## config.mk

```make
export PLATFORM = sky130hd
export DESIGN_NAME = cell_store
export DESIGN_NICKNAME = d
export VERILOG_FILES = /design/src/rtl/cell_store.sv
export SDC_FILE = /design/constraint.sdc
export NUM_CORES = 1
export LEC_CHECK = 0
export CORE_AREA = 2 2 346 348
export DETAILED_ROUTE_END_ITERATION = 7
export DIE_AREA = 0 0 348 350
export HOLD_SLACK_MARGIN = 0.15
export PLACE_DENSITY_LB_ADDON = 0.15
export SYNTH_ARGS = -nofsm -noshare
export SYNTH_HDL_FRONTEND = slang
export SYNTH_SLANG_ARGS = --single-unit
```

## constraint.sdc

```tcl
create_clock -name clk -period 9 [get_ports clk]
set_clock_uncertainty 0.15 [all_clocks]
set_input_delay 1.8 -clock clk [delete_from_list [all_inputs] [get_ports clk]]
set_output_delay 1.8 -clock clk [all_outputs]
set_load 0.01 [all_outputs]
```

## src/rtl/cell_store.sv

```systemverilog
// Write side of the cell cache: places raster-order pixel slices into cell words,
// signals the fetcher once a whole frame is stored, then holds the frame until released.
module cell_store #(
  parameter int CELL_WIDTH     = 768,
  parameter int CELL_ROWS      = 8,
  parameter int CELL_NUM       = 1200,
  parameter int FRAME_ROW_CNUM = 30,
  parameter int FRAME_COL_CNUM = 40,
  localparam int SLICE_W       = CELL_WIDTH / CELL_ROWS,
  localparam int CELL_ADDR_W   = $clog2(CELL_NUM),
  localparam int ROW_ADDR_W    = $clog2(FRAME_ROW_CNUM),
  localparam int COL_ADDR_W    = $clog2(FRAME_COL_CNUM),
  localparam int PROW_W        = $clog2(CELL_ROWS)
) (
  input  logic                   clk,
  input  logic                   rst,
  input  logic [SLICE_W-1:0]     pix_data_i,
  input  logic                   pix_valid_i,
  input  logic                   pix_sof_i,
  output logic                   pix_ready_o,
  output logic                   cell_wr_en_o,
  output logic [CELL_ADDR_W-1:0] cell_wr_addr_o,
  output logic [CELL_WIDTH-1:0]  cell_wr_data_o,
  output logic [CELL_ROWS-1:0]   cell_wr_strb_o,
  output logic                   cell_fetch_start_o,
  input  logic                   frame_release_i,
  output logic                   frame_busy_o,
  output logic                   resync_o
);

  typedef enum logic [1:0] {FILL_ST, NOTIFY_ST, LOCK_ST} state_t;

  state_t                 state;
  logic [COL_ADDR_W-1:0]  cc_cnt;
  logic [PROW_W-1:0]      pr_cnt;
  logic [ROW_ADDR_W-1:0]  cr_cnt;
  logic [CELL_ADDR_W-1:0] base_addr;

  logic                   accept;
  logic                   cnt_nonzero;
  logic                   resync_hit;
  logic [COL_ADDR_W-1:0]  eff_cc;
  logic [PROW_W-1:0]      eff_pr;
  logic [ROW_ADDR_W-1:0]  eff_cr;
  logic [CELL_ADDR_W-1:0] eff_base;
  logic                   cc_last;
  logic                   pr_last;
  logic                   cr_last;
  logic                   frame_last;
  logic [CELL_ROWS-1:0]   strb_next;
  logic [CELL_WIDTH-1:0]  data_next;

  assign pix_ready_o        = (state == FILL_ST);
  assign frame_busy_o       = (state == NOTIFY_ST) || (state == LOCK_ST);
  assign cell_fetch_start_o = (state == NOTIFY_ST);

  assign accept      = pix_valid_i && pix_ready_o;
  assign cnt_nonzero = (cc_cnt != '0) || (pr_cnt != '0) || (cr_cnt != '0);
  assign resync_hit  = accept && pix_sof_i && cnt_nonzero;

  // An SOF beat is always treated as cell 0 / slice 0, whatever the counters say.
  assign eff_cc   = pix_sof_i ? '0 : cc_cnt;
  assign eff_pr   = pix_sof_i ? '0 : pr_cnt;
  assign eff_cr   = pix_sof_i ? '0 : cr_cnt;
  assign eff_base = pix_sof_i ? '0 : base_addr;

  assign cc_last    = (eff_cc == COL_ADDR_W'(FRAME_COL_CNUM - 1));
  assign pr_last    = (eff_pr == PROW_W'(CELL_ROWS - 1));
  assign cr_last    = (eff_cr == ROW_ADDR_W'(FRAME_ROW_CNUM - 1));
  assign frame_last = cc_last && pr_last && cr_last;

  for (genvar gi = 0; gi < CELL_ROWS; gi++) begin : g_slice
    assign strb_next[gi] = (eff_pr == PROW_W'(gi));
    assign data_next[gi*SLICE_W +: SLICE_W] = strb_next[gi] ? pix_data_i : '0;
  end

  always_ff @(posedge clk) begin
    if (rst) begin
      state          <= FILL_ST;
      cc_cnt         <= '0;
      pr_cnt         <= '0;
      cr_cnt         <= '0;
      base_addr      <= '0;
      cell_wr_en_o   <= 1'b0;
      cell_wr_addr_o <= '0;
      cell_wr_data_o <= '0;
      cell_wr_strb_o <= '0;
      resync_o       <= 1'b0;
    end else begin
      cell_wr_en_o <= accept;
      resync_o     <= resync_hit;

      if (accept) begin
        cell_wr_addr_o <= eff_base + CELL_ADDR_W'(eff_cc);
        cell_wr_data_o <= data_next;
        cell_wr_strb_o <= strb_next;

        if (frame_last) begin
          cc_cnt    <= '0;
          pr_cnt    <= '0;
          cr_cnt    <= '0;
          base_addr <= '0;
        end else if (!cc_last) begin
          cc_cnt    <= eff_cc + 1'b1;
          pr_cnt    <= eff_pr;
          cr_cnt    <= eff_cr;
          base_addr <= eff_base;
        end else if (!pr_last) begin
          cc_cnt    <= '0;
          pr_cnt    <= eff_pr + 1'b1;
          cr_cnt    <= eff_cr;
          base_addr <= eff_base;
        end else begin
          // Cell-row advance: base address steps by one row of cells, no multiplier.
          cc_cnt    <= '0;
          pr_cnt    <= '0;
          cr_cnt    <= eff_cr + 1'b1;
          base_addr <= eff_base + CELL_ADDR_W'(FRAME_COL_CNUM);
        end
      end

      case (state)
        FILL_ST:   if (accept && frame_last) state <= NOTIFY_ST;
        NOTIFY_ST: state <= LOCK_ST;
        LOCK_ST:   if (frame_release_i) state <= FILL_ST;
        default:   state <= FILL_ST;
      endcase
    end
  end

endmodule

```

==> run_results.csv, run 1 <==
group,metric,value,unit
worst_setup_path,path_class,"input pin to flop",
run,max-cap-violations,0,
worst_setup_path,critPathMaxFanout,54,
yosys,postSynthCellCount,3213,
cells_and_area,layout-drive-gt1-share,5.30,%
cells_and_area,fin_nets,3947,
clocking,htreeDepth,3,
routing,drtPass1Iterations,5,
global_route,grtUsageTotal,19.4,%
clocking,cts_sinks,816,
global_route,grt-ovfl-total,0,
worst_setup_path,end_kind,"flop",
yosys,ys_ff_latch,816,
yosys,ys.flop_type,"dfxtp_1",
clocking,cts_tree,"yes",
min_path,worstHoldPathType,"flop to flop",
timing,finalCriticalPeriod,4.73,ns
power_and_ir_drop,vdd_ir_drop_max,0.155,mV
clocking,post_cts_buffers,0,
yosys,synth-async-reset-ratio,0,%
timing,clock.fmax,211,MHz
placement,portBuffers,892,
timing,setup_viol,0,
timing,relSlewSlack,26.4,%
global_route,antenna_found_initial,6,
floorplanning,rows,126,
placement,dp_slack,3.52,ns
cells_and_area,syn2layout_area_growth,44.8,%
power_and_ir_drop,power-per-cell-area,197,nW/um2
worst_setup_path,crit_required,9.47,ns
routing,drc,0,
timing,setup_slack,4.27,ns
timing,tightest_slew,1.10,ns
placement,dp_hpwl,79.7,mm
yosys,avgSynthCellArea,8.95,um2
yosys,synth_area,28800,um2
timing,setup_tns,0,ns
cells_and_area,final_common_cell,"clkdlybuf4s50_1",
clocking,clock_path_buffers,3,
status,status,"finished clean",
routing,routedWlPerCell,22.9,um
cells_and_area,postLayoutCoreUtil,35.4,%
worst_setup_path,worstSetupStartpointType,"input pin",
yosys,netlist-cell-type-count,60,
floorplanning,die_h,350,um
floorplanning,core,118000,um2
clocking,hold_buffers,0,
timing,whs,0.297,ns
floorplanning,die_width,348,um
placement,dpl_cell_area,38400,um2
cells_and_area,fin_area,41700,um2
clocking,worst_skew_pair.late_latency,0.68,ns
routing,drt-total-wl,125,mm
clocking,post_cts_resized,0,
yosys,synth_edf_count,0,
floorplanning,dieArea,122000,um2
timing,hold_violations,0,
global_route,grt_max_degree,212,
yosys,synth_nets,3328,
routing,dr_total_vias,26300,
timing,final-max-slew-violation-count,0,
routing,via_per_inst,4.83,
yosys,yosysWarnings,0,
global_route,grt_pass1_vias,24600,
cells_and_area,mostFrequentLayoutCells,"891 x clkdlybuf4s50_1, 816 x dfxtp_1, 619 x nor2_1, 578 x a22oi_1, 230 x a21oi_1",
routing,antenna_left,0,
timing,min_period_over_period,52.6,%
floorplanning,boundaryPins,893,
power_and_ir_drop,p_leak,14.1,nW
timing,rsz0062_at_grt,"no",
clocking,cts_root_buf,"clkbuf_16",
placement,globalplace.congestion,0.746,
worst_setup_path,crit_arrival,5.20,ns
yosys,seq_area_frac_synth,56.8,%
clocking,clk_pin_slew,0.06,ns
routing,drt_iter0_drc,2101,
clocking,cts_made_buffers,96,
global_route,grt_first_pass_wirelength,178,mm
floorplanning,start_util,24.4,%
-- path summary, 6_finish.rpt --
| kind | from | end | cells past startpoint | slack, ns |
|---|---|---|---|---|
| min | cell_wr_data_o[341] | cell_wr_data_o[341] | 2 | 0.30 |
| max | pix_sof_i | cell_wr_data_o[278] | 8 | 4.27 |
| max reg2reg | state[0] | cell_wr_data_o[278] | 7 | 5.60 |
| min reg2reg | cell_wr_data_o[341] | cell_wr_data_o[341] | 2 | 0.30 |
-- stage by stage --
step           instances  total power [mW]
6_report            5447              8.20
5_1_grt             5447              8.50
4_1_cts             5445              8.33
3_5_place_dp        5270              4.23
3_3_place_gp        5270              4.24
2_1_floorplan       3213              3.99
-- sequential cells by signal (all words and copies together), names as in the netlist --
register        flops
base_addr          11
cc_cnt              6
cell_wr_addr_o     11
cell_wr_data_o    768
cell_wr_en_o        1
cell_wr_strb_o      8
cr_cnt              5
pr_cnt              3
resync_o            1
state               2
-- cells by family after synthesis --
logic type	after synthesis	share of synthesized area [%]
buffers and inverters	405	5.69
adder cells (fa/ha/maj)	14	0.609
AND/OR/NAND/NOR	1107	16.1
flip-flops	816	56.8
AO/OA/AOI/OAI	859	20.3
multiplexers	3	0.109
XOR/XNOR	9	0.339
-- power by group --
part	switching, mW	leakage, nW	internal [mW]
Clock	1.62	1.62	2.43
Combinational	0.336	5.87	0.141
Sequential	0.0208	6.59	3.65
-- synth_stat cells, types with 2 or more instances --
cell type	n	area share, %
a21oi_2	2	0.061
clkbuf_1	253	3.3
inv_2	2	0.026
a211oi_1	7	0.18
o21ai_0	18	0.31
o31ai_1	4	0.10
o21ai_1	2	0.035
nor4_1	6	0.13
nand4b_1	3	0.091
nand2b_1	2	0.043
nand2_1	222	2.9
nand3b_1	3	0.078
nor3_4	2	0.11
nor2_1	619	8.1
nor3_1	12	0.21
buf_4	5	0.13
nand3_2	2	0.070
xor2_1	2	0.061
inv_1	5	0.065
a21oi_1	230	4.0
mux2i_1	2	0.070
nand3_1	198	3.4
buf_6	4	0.16
and2_1	3	0.065
a31oi_1	2	0.043
a22o_1	2	0.061
buf_1	82	1.1
nor2b_1	11	0.24
a22oi_1	578	15
a311oi_1	2	0.061
nor3b_1	2	0.052
xnor2_1	6	0.18
and3_1	10	0.22
or3_1	2	0.043
o211ai_1	2	0.052
buf_2	54	0.94
dfxtp_1	816	57
ha_1	14	0.61
-- layout make-up --
type                    count  area, um2
fillers                 12000      76100
repair buffers            919       9210
well taps                1536       1920
inverters                   7       26.3
clock inverters            26        363
diodes                      2       5.00
multi-input cells        1992      10900
clock buffers             149       2930
flip-flops and latches    816      16300
-- critical path, stage by stage --
cell             delay, ns
clkdlybuf4s50_1       0.46
buf_4                 0.40
inv_2                 0.21
nand2_1               0.27
and3_4                0.70
buf_4                 0.90
a22oi_1               0.15
nor2_1                0.14
-- routing by layer --
layer,GRT usage [%],vias to the layer above,share of wire (%)
met2,31.1,995,46
met4,5.91,2,2.7
met1,23.9,12800,42
met3,7.43,158,9.3
li1,-,12400,-
met5,0,-,0.0096
No activity file was read; power rests on OpenSTA's default activity.
==> inputs of run 2 (changes only) <==
--- a/config.mk
+++ b/config.mk
@@ -5,9 +5,9 @@
 export SDC_FILE = /design/constraint.sdc
 export NUM_CORES = 1
 export LEC_CHECK = 0
-export CORE_AREA = 2 2 346 348
+export CORE_AREA = 2 2 345 347
 export DETAILED_ROUTE_END_ITERATION = 7
-export DIE_AREA = 0 0 348 350
+export DIE_AREA = 0 0 347 349
 export HOLD_SLACK_MARGIN = 0.15
 export PLACE_DENSITY_LB_ADDON = 0.15
 export SYNTH_ARGS = -nofsm -noshare
==> constraint.sdc (replaced) <==
create_clock -name clk -period 4.2 [get_ports clk]
set_clock_uncertainty 0.15 [all_clocks]
set_input_delay 0.84 -clock clk [delete_from_list [all_inputs] [get_ports clk]]
set_output_delay 0.84 -clock clk [all_outputs]
set_load 0.01 [all_outputs]
==> run_results.csv, run 2 (synthesized netlist as in run 1, its figures left out) <==
group,metric,value,unit
clocking,cts_sinks,816,
worst_setup_path,r2r-start,"state[0]",
timing,setup_slack,1.13,ns
floorplanning,die_h,349,um
cells_and_area,top_regs,"cell_wr_data_o x768, base_addr x11, cell_wr_addr_o x11",
global_route,grtUsageMet2,31.5,%
floorplanning,boundaryPins,893,
floorplanning,start_util,24.5,%
cells_and_area,top_register,"cell_wr_data_o",
power_and_ir_drop,finalPower,17.6,mW
worst_setup_path,worst_path_largest_cell_delay,0.74,ns
routing,drc,0,
global_route,grt-ovfl-total,0,
power_and_ir_drop,power-per-cell-area,418,nW/um2
timing,setup_viol,0,
cells_and_area,fin_nets,3975,
routing,drt_iter0_drc,1940,
routing,antenna_left,0,
global_route,use_met3,6.70,%
min_path,worstHoldPathType,"flop to flop",
worst_setup_path,worstSetupStartpointType,"input pin",
worst_setup_path,regToRegEndpoint,"cell_wr_data_o[261]",
worst_setup_path,end_kind,"flop",
routing,drtPass1Iterations,5,
worst_setup_path,crit_arrival,3.49,ns
timing,setup_tns,0,ns
clocking,worst_skew_pair.late_latency,0.67,ns
global_route,grt_busiest_layer,"met2",
worst_setup_path,critPathMaxFanout,16,
clocking,cts_made_buffers,96,
timing,rsz0062_at_grt,"no",
worst_setup_path,crit_path_start,"pix_sof_i",
global_route,antenna_found_initial,6,
status,status,"finished clean",
cells_and_area,layout-drive-gt1-share,5.90,%
worst_setup_path,crit_end,"base_addr[9]",
clocking,clock_path_buffers,3,
floorplanning,core,117000,um2
timing,final-max-slew-violation-count,0,
clocking,htreeDepth,3,
worst_setup_path,cp_slowest_cell,"clkdlybuf4s50_1",
clocking,cts_tree,"yes",
cells_and_area,syn2layout_area_growth,46.2,%
timing,tightest_slew,0.864,ns
timing,clock.fmax,326,MHz
global_route,grtUsageTotal,19.5,%
worst_setup_path,crit_required,4.62,ns
clocking,clk_pin_slew,0.06,ns
worst_setup_path,r2r_slack,1.64,ns
timing,relSlewSlack,42.4,%
placement,globalplace.congestion,0.768,
global_route,grt_first_pass_wirelength,179,mm
clocking,hold_buffers,0,
floorplanning,die_width,347,um
routing,via_per_inst,4.82,
routing,dr_total_vias,26400,
power_and_ir_drop,p_leak,14.3,nW
timing,hold_violations,0,
global_route,grt_pass1_vias,24900,
placement,dp_slack,0.473,ns
placement,portBuffers,892,
run,max-cap-violations,0,
power_and_ir_drop,vdd_ir_drop_max,0.286,mV
worst_setup_path,worstPathCellList,"clkdlybuf4s50_1 -> nor2b_1 -> ha_1 -> ha_4 -> and3_1 -> buf_4 -> nand3_1 -> nor3_1 -> nor2_1 -> a311oi_1",
clocking,cts_root_buf,"clkbuf_16",
placement,dp_hpwl,81.3,mm
min_path,hp-start,"cell_wr_data_o[738]",
global_route,grt_max_degree,131,
routing,routedWlPerCell,22.8,um
floorplanning,rows,126,
timing,finalCriticalPeriod,3.07,ns
cells_and_area,final_common_cell,"clkdlybuf4s50_1",
clocking,post_cts_resized,0,
floorplanning,dieArea,121000,um2
timing,min_period_over_period,73.0,%
worst_setup_path,reg2reg_depth,7,
cells_and_area,fillers,12000,
routing,drt-total-wl,125,mm
global_route,met1_usage,24.5,%
cells_and_area,largest_register_ffs,768,
worst_setup_path,path_class,"input pin to flop",
clocking,post_cts_buffers,0,
cells_and_area,mostFrequentLayoutCells,"891 x clkdlybuf4s50_1, 816 x dfxtp_1, 619 x nor2_1, 578 x a22oi_1, 230 x a21oi_1",
run 2: cell count changes in the layout (fill, tap and decap cells not counted), sizes merged:
cell / delta
buf: +28
bufinv: +2
clkbuf: -7
clkinv: -2
diode: +1
inv: +1
run 2: metal layers:
| metal | wire [um] | up-vias |
|---|---|---|
| met5 | 13 | - |
| met4 | 3030 | 2 |
| met3 | 10900 | 147 |
| met2 | 57500 | 941 |
| met1 | 53300 | 12800 |
| li1 | - | 12500 |
run 2: worst max-delay path, delay by kind of cell:
| family | cells | cell delay [ns] |
|---|---|---|
| buffers and inverters | 2 | 0.93 |
| adder cells (fa/ha/maj) | 2 | 0.53 |
| AND/OR/NAND/NOR | 5 | 0.95 |
| AO/OA/AOI/OAI | 1 | 0.23 |
run 2: worst min-delay path by stage:
stage | slack, ns | end | depth (start not counted)
2_1_floorplan | 0.27 | base_addr[2] | 1
3_3_place_gp | 0.29 | cell_wr_data_o[738] | 2
3_5_place_dp | 0.29 | cell_wr_data_o[722] | 2
4_1_cts | 0.30 | cell_wr_data_o[722] | 2
5_1_grt | 0.32 | cell_wr_data_o[290] | 2
6_report | 0.30 | cell_wr_data_o[738] | 2
run 2: layout make-up:
cell class              count  area [um2]  share of cell area [%]
diodes                      3        7.51                  0.0179
clock buffers             142        2840                    6.75
clock inverters            27         435                    1.04
inverters                   7        26.3                  0.0625
multi-input cells        1992       10900                    25.8
flip-flops and latches    816       16300                    38.9
well taps                1536        1920                    4.57
repair buffers            947        9620                    22.9
run 2: through the flow:
stage	util (%)	instance area, um2	hold slack [ns]	std cells
floorplan	-	28800	0.271	3213
global placement	33.0	38800	0.287	5298
detailed placement	33.0	38800	0.292	5298
CTS	35.8	42000	0.300	5467
global route	35.8	42000	0.315	5469
finish	35.8	42000	0.298	5470
run 2: report_power, final:
| group | total [mW] | leakage, nW | switching (mW) | internal [mW] |
|---|---|---|---|---|
| Combinational | 1.04 | 6.06 | 0.715 | 0.324 |
| Sequential | 7.87 | 6.59 | 0.0448 | 7.82 |
| Clock | 8.68 | 1.61 | 3.46 | 5.22 |
==> inputs of run 3 (changes only) <==
--- a/config.mk
+++ b/config.mk
@@ -5,9 +5,9 @@
 export SDC_FILE = /design/constraint.sdc
 export NUM_CORES = 1
 export LEC_CHECK = 0
-export CORE_AREA = 2 2 345 347
+export CORE_AREA = 2 2 346 348
 export DETAILED_ROUTE_END_ITERATION = 7
-export DIE_AREA = 0 0 347 349
+export DIE_AREA = 0 0 348 350
 export HOLD_SLACK_MARGIN = 0.15
 export PLACE_DENSITY_LB_ADDON = 0.15
 export SYNTH_ARGS = -nofsm -noshare
==> constraint.sdc (replaced) <==
create_clock -name clk -period 3.1 [get_ports clk]
set_clock_uncertainty 0.15 [all_clocks]
set_input_delay 0.62 -clock clk [delete_from_list [all_inputs] [get_ports clk]]
set_output_delay 0.62 -clock clk [all_outputs]
set_load 0.01 [all_outputs]
==> run_results.csv, run 3 (synthesized netlist as in run 1, its figures left out) <==
group,metric,value,unit
status,status,"finished clean",
global_route,antenna_found_initial,5,
global_route,grtUsageTotal,19.5,%
floorplanning,rows,126,
timing,setup_viol,0,
placement,portBuffers,892,
cells_and_area,final_common_cell,"clkdlybuf4s50_1",
routing,via_per_inst,4.82,
clocking,cts_root_buf,"clkbuf_16",
power_and_ir_drop,finalPower,23.5,mW
floorplanning,boundaryPins,893,
cells_and_area,layout-drive-gt1-share,7.09,%
cells_and_area,mostFrequentLayoutCells,"891 x clkdlybuf4s50_1, 816 x dfxtp_1, 619 x nor2_1, 578 x a22oi_1, 230 x a21oi_1",
worst_setup_path,path_class,"flop to primary output",
floorplanning,die_h,350,um
worst_setup_path,crit_required,2.33,ns
routing,drt_iter0_drc,1941,
power_and_ir_drop,vdd_ir_drop_max,0.386,mV
worst_setup_path,critPathMaxFanout,5,
clocking,htreeDepth,3,
routing,routedWlPerCell,22.7,um
floorplanning,start_util,24.4,%
routing,drc,0,
routing,drtPass1Iterations,6,
clocking,cts_tree,"yes",
clocking,cts_sinks,816,
timing,hold_violations,0,
timing,relSlewSlack,41.8,%
clocking,worst_skew_pair.late_latency,0.66,ns
clocking,clk_pin_slew,0.06,ns
cells_and_area,largest_register_ffs,768,
global_route,grt-ovfl-total,0,
routing,drt-total-wl,126,mm
cells_and_area,postLayoutCoreUtil,36.2,%
floorplanning,core,118000,um2
routing,dr_total_vias,26600,
placement,dpl_cell_area,39500,um2
cells_and_area,fin_nets,4030,
timing,tightest_slew,0.873,ns
run,max-cap-violations,0,
cells_and_area,top_register,"cell_wr_data_o",
worst_setup_path,crit_arrival,2.04,ns
routing,antenna_left,0,
worst_setup_path,worstSetupStartpointType,"flop",
global_route,grt_max_degree,107,
timing,min_period_over_period,90.7,%
timing,rsz0062_at_grt,"no",
worst_setup_path,r2r_slack,0.73,ns
cells_and_area,fin_area,42700,um2
cells_and_area,syn2layout_area_growth,48.3,%
clocking,post_cts_buffers,0,
min_path,worstHoldPathType,"flop to flop",
floorplanning,die_width,348,um
global_route,grt_pass1_vias,25000,
power_and_ir_drop,p_leak,14.6,nW
timing,final-max-slew-violation-count,0,
global_route,grt_first_pass_wirelength,179,mm
timing,finalCriticalPeriod,2.81,ns
placement,globalplace.congestion,0.783,
cells_and_area,top_regs,"cell_wr_data_o x768, base_addr x11, cell_wr_addr_o x11",
placement,dp_hpwl,85.0,mm
clocking,clock_path_buffers,3,
power_and_ir_drop,power-per-cell-area,551,nW/um2
timing,whs,0.297,ns
clocking,cts_made_buffers,96,
floorplanning,dieArea,122000,um2
worst_setup_path,end_kind,"primary output",
cells_and_area,fillers,12000,
timing,clock.fmax,356,MHz
[run 3: where the power goes]
group,leakage (nW),internal [mW],switching [mW]
clock network,1.54,6.66,4.69
registers,6.59,10.6,0.0619
logic,6.44,0.505,0.993
[run 3: timing repair]
item                                   CTS  global route
gates resized for setup                  0             0
hold buffers                             1             0
endpoints found under the hold margin   17             0
[run 3: area by class of cell]
| cell class | count | area (um2) | area share (%) |
|---|---|---|---|
| multi-input combinational | 1992 | 10900 | 25.5 |
| tap | 1536 | 1920 | 4.51 |
| clock inverter | 27 | 303 | 0.710 |
| timing repair buffer | 1002 | 10400 | 24.3 |
| inverter | 7 | 26.3 | 0.0616 |
| clock buffer | 146 | 2840 | 6.67 |
| antenna | 1 | 2.50 | 0.00587 |
| sequential | 816 | 16300 | 38.3 |
[run 3: worst max-delay path, cell delays in order, from the launching register on]
cell and delay [ns]:
dfxtp_1 0.32, inv_1 0.08, ha_1 0.32, clkdlybuf4s50_1 0.67
[run 3: worst paths after layout]
check                                    startpoint             endpoint  cells past startpoint
worst max-delay path                       state[1]          pix_ready_o                      3
worst min-delay path            cell_wr_data_o[341]  cell_wr_data_o[341]                      2
worst min register to register  cell_wr_data_o[341]  cell_wr_data_o[341]                      2
worst max register to register            cc_cnt[1]   cell_wr_addr_o[10]                      8
[run 3: metrics by stage]
step / cells / TNS, ns / worst slack (ns)
after global placement: 5352 / -0.0252 / -0.0205
after floorplan: 3213 / 0 / 0.169
after detailed placement: 5352 / -0.201 / -0.0796
after global routing: 5527 / 0 / 0.159
after CTS: 5526 / 0 / 0.192
final: 5527 / 0 / 0.288
[run 3: per-layer routing]
metal	track usage, %	wire, um	up-vias
li1	-	-	12600
met1	24.0	52700	13000
met2	31.4	58000	912
met3	7.17	11600	158
met4	6.53	3450	2
met5	0	12	-
